`src/rtl/alu_share_ctrl.sv`:
```
// alu_share_ctrl: arbitrates two requesters onto one registered ALU, one op in flight
package alu_share_pkg;
  typedef struct packed {
    logic        add;
    logic        sub;
    logic        xor_;
    logic        or_;
    logic        and_;
    logic        slli;
    logic        srli;
    logic [31:0] imm;
    logic [31:0] pc;
  } control_info;
endpackage

module alu_share_ctrl
  import alu_share_pkg::*;
#(
  parameter bit FIXED_PRIO = 1'b0
) (
  input  logic        CLK,
  input  logic        RSTN,
  input  logic        REQ0_VALID,
  input  logic        REQ1_VALID,
  output logic        REQ0_READY,
  output logic        REQ1_READY,
  input  control_info REQ0_CTR,
  input  control_info REQ1_CTR,
  input  logic [31:0] REQ0_RS1,
  input  logic [31:0] REQ1_RS1,
  input  logic [31:0] REQ0_RS2,
  input  logic [31:0] REQ1_RS2,
  output logic        RSP0_VALID,
  output logic        RSP1_VALID,
  input  logic        RSP0_READY,
  input  logic        RSP1_READY,
  output logic [31:0] RSP0_RESULT,
  output logic [31:0] RSP1_RESULT,
  output control_info ALU_CTR,
  output logic [31:0] ALU_RS1,
  output logic [31:0] ALU_RS2,
  input  logic [31:0] ALU_RESULT
);
  localparam logic [1:0] IDLE = 2'd0, EXEC = 2'd1, CAPT = 2'd2, RESP = 2'd3;
  logic [1:0]  state;
  logic        owner, last_grant, grant0, grant1;
  control_info ctr_q;
  logic [31:0] rs1_q, rs2_q, result_q;
  // requester 1 wins a tie only under round-robin when requester 0 went last
  always_comb begin
    grant1      = REQ1_VALID & (~REQ0_VALID | (~FIXED_PRIO & ~last_grant));
    grant0      = REQ0_VALID & ~grant1;
    REQ0_READY  = RSTN & (state == IDLE) & grant0;
    REQ1_READY  = RSTN & (state == IDLE) & grant1;
    RSP0_VALID  = (state == RESP) & ~owner;
    RSP1_VALID  = (state == RESP) & owner;
    RSP0_RESULT = result_q;
    RSP1_RESULT = result_q;
    ALU_CTR     = (state == EXEC) ? ctr_q : '0;
    ALU_RS1     = (state == EXEC) ? rs1_q : '0;
    ALU_RS2     = (state == EXEC) ? rs2_q : '0;
  end
  always_ff @(posedge CLK or negedge RSTN) begin
    if (!RSTN) begin
      state      <= IDLE;
      owner      <= 1'b0;
      last_grant <= 1'b1;
      ctr_q      <= '0;
      rs1_q      <= '0;
      rs2_q      <= '0;
      result_q   <= '0;
    end else begin
      case (state)
        IDLE: if (grant0 | grant1) begin
          state      <= EXEC;
          owner      <= grant1;
          last_grant <= grant1;
          ctr_q      <= grant1 ? REQ1_CTR : REQ0_CTR;
          rs1_q      <= grant1 ? REQ1_RS1 : REQ0_RS1;
          rs2_q      <= grant1 ? REQ1_RS2 : REQ0_RS2;
        end
        EXEC: state <= CAPT;
        CAPT: begin
          state    <= RESP;
          result_q <= ALU_RESULT;
        end
        default: if (owner ? RSP1_READY : RSP0_READY) state <= IDLE;
      endcase
    end
  end
endmodule

```
`config.mk`:
```
export PLATFORM = sky130hd
export DESIGN_NAME = alu_share_ctrl
export DESIGN_NICKNAME = d
export VERILOG_FILES = /design/src/rtl/alu_share_ctrl.sv
export SDC_FILE = /design/constraint.sdc
export NUM_CORES = 1
export LEC_CHECK = 0
export CAP_MARGIN = 20
export CORE_AREA = 2 2 196 198
export DETAILED_ROUTE_END_ITERATION = 6
export DIE_AREA = 0 0 198 200
export SLEW_MARGIN = 20
export SYNTH_ARGS = -nofsm -noshare
export SYNTH_HDL_FRONTEND = slang
export SYNTH_SLANG_ARGS = --single-unit
```
`constraint.sdc`:
```
create_clock -name CLK -period 4 [get_ports CLK]
set_input_delay 0.6 -clock CLK [delete_from_list [all_inputs] [get_ports CLK]]
set_output_delay 0.6 -clock CLK [all_outputs]
set_load 0.02 [all_outputs]
```
# Word-level counts from Yosys, hierarchy flattened
# Index checks and enable logic that the tools add are counted.
# totals
latch_bits,0
inputBits,308
ram_bits,0
output_inout_bits,203
word_cells,46
reg_bits,171
n_memories,0
rom_bits,0
# classes
n_mul,0
n_mux,10
addsub,0
bitwise,13
n_reduce_logical,4
eq_ne,4
n_shift,0
div,0
magnitude_cmp,0
# ops
cell,count
$mux 71,2
$mux 32,4
$and 1x1->1,7
$pmux 2 s3,1
$eq 2x2->1 const B,2
$mux 2,2
$not 1->1,4
$reduce_and 2->1,2
$reduce_bool 4->1,1
$eq 2x1->1 const B,1
$logic_not 2->1,1
$ne 2x1->1 const B,1
$or 1x1->1,2
$mux 1,1

# Longest topological paths before layout
# Gate-level depths: netlist of run 1.
# logic_depth
word_depth,8
mapped_depth,9
mapped_depth_nobuf,5

# Least setup slack after synthesis of run 1
# No wires, ideal clock.
# synth_path
kind,reg2out
start,register state[1]
end,output ALU_RS1[15]
required_time_ps,3400
slack_ps,1936
path_stages_with_launch,7
path_buffers,3
arrival_ps,1464
path_cell_list,dfrtp_1 > inv_1 > ha_1 > buf_2 > clkbuf_1 > clkbuf_1 > and2_1
# synth_between
elab_chain_len,2
# synth_lines
element,line_no,rtl
from (decl),45,logic [1:0] state;
from (signal assigned),65,state <= IDLE;
from (signal assigned),75,state <= EXEC;
from (signal assigned),82,EXEC: state <= CAPT;
$eq 2x1->1,60,ALU_RS1 = (state == EXEC) ? rs1_q : '0;
$mux 32,60,
to (decl),40,"output logic [31:0] ALU_RS1,"
# Every way passes these cells.

# Worst setup path in the final report of run 1
# layout_path
start,register state[1]
end,output ALU_RS2[17]
# layout_between
elab_chain_len,2
# layout_lines
element,line_no,rtl
$eq 2x1->1,61,ALU_RS2 = (state == EXEC) ? rs2_q : '0;
$mux 32,61,
to (decl),41,"output logic [31:0] ALU_RS2,"
# Every way passes these cells.

==> results.json, run 1 <==
{
  "worstMarginPinSlew_ns": 0.8862,
  "dp_slack_ns": 0.9668,
  "synth-seq-cells": 171,
  "grt_overflow_total": 0,
  "syn-num-nets": 1329,
  "crit_path_end": "ALU_RS2[17]",
  "met1Wirelength_mm": 13.61,
  "worst_setup_path_startpoint": "state[1]",
  "syn_to_final_growth_pct": 68.76,
  "grt_pass1_vias": 8751,
  "ys_types": 24,
  "holdCritPathClass": "input pin to asynchronous set/reset pin",
  "layout.cells.most_common": "clkdlybuf4s50_1",
  "arrival_ns": 2.84,
  "die-width_um": 198,
  "overall_power_mw": 10.92,
  "overall_track_demand_over_capacity_in_global_routing_pct": 16.28,
  "outcome": "finished clean",
  "min_period_over_period_pct": 85.99,
  "cts_tree": "done",
  "origin_of_the_critical_flop_to_flop_path": "state[0]",
  "skew_ns": 0.01105,
  "synth.yosys.warnings": 0,
  "accumulated_negative_setup_slack_ns": 0,
  "timing.critical_path.depth": 5,
  "drive_gt1_share_pct": 6.071,
  "cts_root_buf": "clkbuf_16",
  "floorplan.die.height_um": 200,
  "grt_first_pass_wirelength_mm": 49.51,
  "nNetsFinal": 1766,
  "postLayoutSetupSlackWorst_ns": 0.5605,
  "fin_hold_ws_ns": 0.04663,
  "h-tree-depth": 4,
  "detail_route.first_pass.iterations": 5,
  "ctsLongestPathBuffers": 2,
  "worstSkewPairLatency_ns": 0.44,
  "met2_wirelength_mm": 15.91,
  "avgRoutedWirePerCell_um": 16.55,
  "rsz0062_at_grt": "false",
  "io_buffers": 510,
  "place_congestion": 0.7949,
  "crit_slowest_cell": "clkdlybuf4s50_1",
  "worst-r2r-setup-slack_ns": 1.63,
  "cp.buffers_inverters": 3,
  "numClockSinks": 171,
  "worst_r2r_endpoint": "ctr_q[0]",
  "sequential_share_of_the_synthesized_area_pct": 49.25,
  "setup.worst_path.class": "flop to primary output",
  "diodes_inserted": 0,
  "timing.critical_path.max_delay_family": "buffers and inverters",
  "hold_viol": 0,
  "total_wirelength_of_the_detailed_routed_design_mm": 32.73,
  "path_clk_slew_ns": 0.07,
  "timing.critical_path.from_type": "flop",
  "cts.repair.resized": 0,
  "total_leakage_power_nw": 5.907,
  "max_stage_delay_ns": 0.60,
  "layout_common_cells": "509 x clkdlybuf4s50_1, 271 x nand2_1, 170 x dfrtp_1",
  "grt_max_degree": 137,
  "iter_0_drt_violations": 322,
  "die_area_mm2": 0.03960,
  "peakVddDrop_uv": 333.7,
  "vias_per_cell": 4.328,
  "syn_avg_cell_area_um2": 8.554,
  "achievable-frequency_mhz": 290.7,
  "synthesis.instances": 1016,
  "dpl_cell_area_mm2": 0.01406,
  "route.top_layer_used": "met4",
  "netlist_top_cells_area": "dfrtp_1 49%, nand2_1 12%, a31oi_1 9.8%",
  "worstRegToRegCells": 6,
  "synth.largest_area_cell": "dfrtp_1",
  "power.density_cell_area_mw_per_mm2": 744.5,
  "series_of_cell_instances_along_the_critical_path": "inv_1 -> ha_4 -> buf_4 -> and2_1 -> clkdlybuf4s50_1",
  "critical_path.endpoint_type": "primary output",
  "antenna_found_initial": 0,
  "top_cell_type_s_share_of_synthesized_area_pct": 48.95,
  "via_count": 8557,
  "drc": 0,
  "period_minus_slack_ns": 3.439,
  "worst-path-max-fanout": 56,
  "num_io_pins": 511,
  "hpwl_dp_mm": 24.18,
  "routed-wl-met3_mm": 2.614,
  "final_area_mm2": 0.01467,
  "slew_hr_pct": 40.92,
  "synth.cell_area_mm2": 0.008691,
  "drv.max_cap_violation_count": 0,
  "coreArea_mm2": 0.03740,
  "cts_made_buffers": 17,
  "report.final.slew_viol_count": 0,
  "initial_standard_cell_utilization_of_the_core_pct": 23.24,
  "post_cts.repair.setup_buffers": 0,
  "rows": 71,
  "worst-endpoint-required_ns": 3.40,
  "antenna_left": 0,
  "timing.final.setup_violations": 0,
  "cts.hold.buffers_added": 0
}
==> cell type report <==
cell class,count,area (um2)
Multi-Input combinational cell,731,3797
Sequential cell,171,4280
Timing Repair Buffer,530,5331
Fill cell,3816,22730
Clock buffer,22,474.2
Inverter,2,7.507
Tap cell,511,639.4
Clock inverter,10,136.4
==> power by group <==
| group | switching (mW) | internal (mW) | total, mW |
|---|---|---|---|
| Sequential | 0.562 | 2.63 | 3.19 |
| Combinational | 3.06 | 2.90 | 5.96 |
| Clock | 0.730 | 1.03 | 1.76 |
==> flip-flops by register name (all words and copies together) (netlist names) <==
| signal | cells |
|---|---|
| RSP0_RESULT | 32 |
| ctr_q | 71 |
| last_grant | 1 |
| owner | 1 |
| rs1_q | 32 |
| rs2_q | 32 |
| state | 2 |
==> how the worst min path moves through the flow <==
stage	endpoint	cells after the start	slack (ns)
6_report	rs1_q[20]	1	0.05
5_1_grt	ctr_q[7]	1	0.05
4_1_cts	ctr_q[8]	1	0.04
3_5_place_dp	RSP0_RESULT[15]	1	0.53
3_3_place_gp	RSP0_RESULT[20]	1	0.52
2_1_floorplan	RSP0_RESULT[0]	0	0.30
==> stage by stage <==
| step | cells | utilization, % |
|---|---|---|
| 2_1_floorplan | 1016 | - |
| 3_3_place_gp | 1945 | 37.58 |
| 3_5_place_dp | 1945 | 37.58 |
| 4_1_cts | 1977 | 39.22 |
| 5_1_grt | 1977 | 39.22 |
| 6_report | 1977 | 39.22 |
==> layer usage <==
metal | up-vias | track usage (%)
met2 | 336 | 28.09
met4 | 0 | 4.873
met5 | - | 0
li1 | 4161 | -
met1 | 4030 | 19.30
met3 | 30 | 5.343
==> synth_stat cells <==
| master | instances |
|---|---|
| ha_1 | 5 |
| o32ai_1 | 1 |
| nor2b_1 | 1 |
| a21oi_1 | 2 |
| clkbuf_1 | 21 |
| inv_1 | 2 |
| o21a_1 | 1 |
| mux2_2 | 33 |
| and3_1 | 1 |
| buf_4 | 42 |
| a21boi_2 | 1 |
| a22o_1 | 1 |
| and2_1 | 136 |
| a21bo_1 | 1 |
| mux2i_1 | 1 |
| nand2_1 | 271 |
| nor3b_1 | 1 |
| nor2_1 | 137 |
| nand3_1 | 1 |
| buf_2 | 49 |
| nor3_1 | 1 |
| dfrtp_1 | 170 |
| dfstp_2 | 1 |
| a31oi_1 | 136 |
==> cells by family (layout without fill, tap and decap cells) <==
kind of cell	after synthesis	in the layout	share of synthesized area, %
AND/OR/NAND/NOR	549	549	27.76
flip-flops	171	171	49.25
AO/OA/AOI/OAI	143	143	10.44
buffers and inverters	114	564	7.443
multiplexers	34	34	4.391
adder cells (fa/ha/maj)	5	5	0.7198
==> worst reg2reg max path, stage by stage, from the launching register on <==
cell and delay [ns]:
dfrtp_1 0.45, inv_1 0.13, ha_1 0.38, o21a_4 0.69, buf_4 0.40, nor2_1 0.07, a31oi_1 0.16
No activity file was read; power rests on OpenSTA's default activity.
==> run 2: changes to the inputs <==
GPL_TIMING_DRIVEN = 0   (was unset)
==> run 2 against run 1 <==
Effect of this change: die area is the same; non-clock buffer count grew 92; wire length grew 14%; clock power shrank 5%; core utilization grew 0.98 points; flip-flop and latch count is the same; via count grew 4.9%; critical path depth grew 1; worst hold slack gained 0.11 ns; largest cell class unchanged; largest power group unchanged.
==> results.json, run 2 (synthesized netlist as in run 1, its figures left out) <==
{
  "accumulated_negative_setup_slack_ns": 0,
  "nNetsFinal": 1858,
  "grt_first_pass_wirelength_mm": 54.53,
  "hold_viol": 0,
  "worst-endpoint-required_ns": 3.40,
  "series_of_cell_instances_along_the_critical_path": "inv_1 -> ha_1 -> buf_2 -> clkbuf_1 -> and2_1 -> clkdlybuf4s50_1",
  "fin_hold_ws_ns": 0.1526,
  "holdCritPathClass": "input pin to asynchronous set/reset pin",
  "worstSkewPairLatency_ns": 0.45,
  "p_switching_mw": 4.616,
  "power.density_cell_area_mw_per_mm2": 751.9,
  "cts_made_buffers": 17,
  "post_cts.repair.setup_buffers": 0,
  "outcome": "finished clean",
  "antenna_left": 0,
  "period_minus_slack_ns": 3.536,
  "floorplan.die.height_um": 200,
  "rows": 71,
  "power_frac_seq_pct": 27.7,
  "vias_per_cell": 4.337,
  "min_period_over_period_pct": 88.39,
  "layout.cells.most_common": "clkdlybuf4s50_1",
  "io_buffers": 510,
  "layoutNonFillerInstCount": 2069,
  "die_area_mm2": 0.03960,
  "power.share.clock_pct": 14.8,
  "drv.max_cap_violation_count": 0,
  "report.final.slew_viol_count": 0,
  "drc": 0,
  "peakVddDrop_uv": 304.3,
  "layout_common_cells": "509 x clkdlybuf4s50_1, 271 x nand2_1, 170 x dfrtp_1",
  "iter_0_drt_violations": 402,
  "max_stage_delay_ns": 0.66,
  "grt_overflow_total": 0,
  "power.share.switching_pct": 40.84,
  "ctsLongestPathBuffers": 2,
  "drive_gt1_share_pct": 9.897,
  "place_congestion": 0.8249,
  "overall_power_mw": 11.30,
  "coreArea_mm2": 0.03740,
  "rsz0062_at_grt": "false",
  "setup.worst_path.class": "flop to primary output",
  "internal-power_mw": 6.687,
  "numClockSinks": 171,
  "cts_root_buf": "clkbuf_16",
  "hpwl_dp_mm": 29.46,
  "overall_track_demand_over_capacity_in_global_routing_pct": 18.51,
  "syn_to_final_growth_pct": 72.96,
  "total_leakage_power_nw": 6.203,
  "arrival_ns": 2.94,
  "skew_ns": 0.01084,
  "critical_path.endpoint_type": "primary output",
  "fraction_of_power_consumed_by_combinational_cells_pct": 57.5,
  "achievable-frequency_mhz": 282.8,
  "via_count": 8973,
  "place.detailed.instances": 2038,
  "timing.final.setup_violations": 0,
  "number_of_flip_flops_in_the_largest_register": 71,
  "path_clk_slew_ns": 0.07,
  "grt_max_degree": 89,
  "h-tree-depth": 4,
  "initial_standard_cell_utilization_of_the_core_pct": 23.24,
  "grt_pass1_vias": 9171,
  "regMostFlops": "ctr_q",
  "worst-path-max-fanout": 19,
  "cts_tree": "done",
  "detail_route.first_pass.iterations": 5,
  "antenna_found_initial": 2,
  "avgRoutedWirePerCell_um": 18.10,
  "timing.critical_path.from_type": "flop",
  "num_io_pins": 511,
  "slew_hr_pct": 51.13,
  "worstMarginPinSlew_ns": 0.7331,
  "die-width_um": 198,
  "crit_slowest_cell": "clkdlybuf4s50_1",
  "total_wirelength_of_the_detailed_routed_design_mm": 37.46
}
[run 2: cell count changes in the layout (fill, tap and decap cells not counted), moves of 2 or more]
cell	before	now
buf_12	6	0
clkbuf_1	2	24
diode_2	0	2
buf_4	14	42
clkinv_2	4	1
inv_6	2	0
buf_2	0	49
[run 2: per-stage QoR]
| step | util, % | area [um2] | setup WS [ns] |
|---|---|---|---|
| floorplan | - | 8691 | 1.936 |
| global placement | 38.60 | 14440 | -5.413 |
| detailed placement | 38.68 | 14470 | 0.2792 |
| CTS | 40.18 | 15030 | 0.3179 |
| global route | 40.19 | 15030 | 0.2497 |
| finish | 40.19 | 15030 | 0.4644 |
[run 2: layout make-up]
cell class | count | area [um2]
fill | 3825 | 22370
timing repair buffer | 511 | 5137
sequential | 171 | 4280
multi-input combinational | 731 | 3764
tap | 511 | 639.4
buffer | 111 | 636.9
clock buffer | 24 | 471.7
clock inverter | 6 | 90.09
inverter | 2 | 7.507
antenna | 2 | 5.005
[run 2: power by group through the flow]
stage	Combinational [mW]	Clock (mW)	Sequential, mW
finish	6.50	1.67	3.13
CTS	6.59	1.72	3.14
global placement	6.52	0	3.13
detailed placement	6.57	0	3.16
floorplan	3.44	0	3.20
global route	7.03	1.79	3.25
[run 2: critical path: cells and delay by family, from the launching register on]
| kind | cells | cell delay [ns] |
|---|---|---|
| fa+ha+maj | 1 | 0.13 |
| flops | 1 | 0.44 |
| simple gates | 1 | 0.22 |
| buf+inv | 4 | 1.70 |
[run 2: path summary, 6_finish.rpt]
kind                                      start              end  slack (ns)  cells after the start
worst max-delay path                   state[1]       ALU_RS1[3]        0.46                      6
worst min-delay path                       RSTN        ctr_q[13]        0.15                      1
worst max register to register         state[0]         ctr_q[3]        1.88                      8
worst min register to register  RSP0_RESULT[18]  RSP0_RESULT[18]        0.54                      1
max in group asynchronous                  RSTN       last_grant        2.94                      2
min in group CLK                RSP0_RESULT[18]  RSP0_RESULT[18]        0.54                      1
[run 2: timing repair]
| action | CTS | global route |
|---|---|---|
| hold buffers | 0 | 0 |
| resized for setup | 1 | 0 |
| setup endpoints to repair | 14 | 0 |
[run 2: per-layer routing]
| layer | share of wire, % | vias up | global-route usage [%] |
|---|---|---|---|
| li1 | - | 4352 | - |
| met1 | 40 | 4228 | 21.35 |
| met2 | 50 | 360 | 32.75 |
| met3 | 8.4 | 31 | 6.351 |
| met4 | 1.7 | 2 | 4.957 |
| met5 | 0.035 | - | 0 |
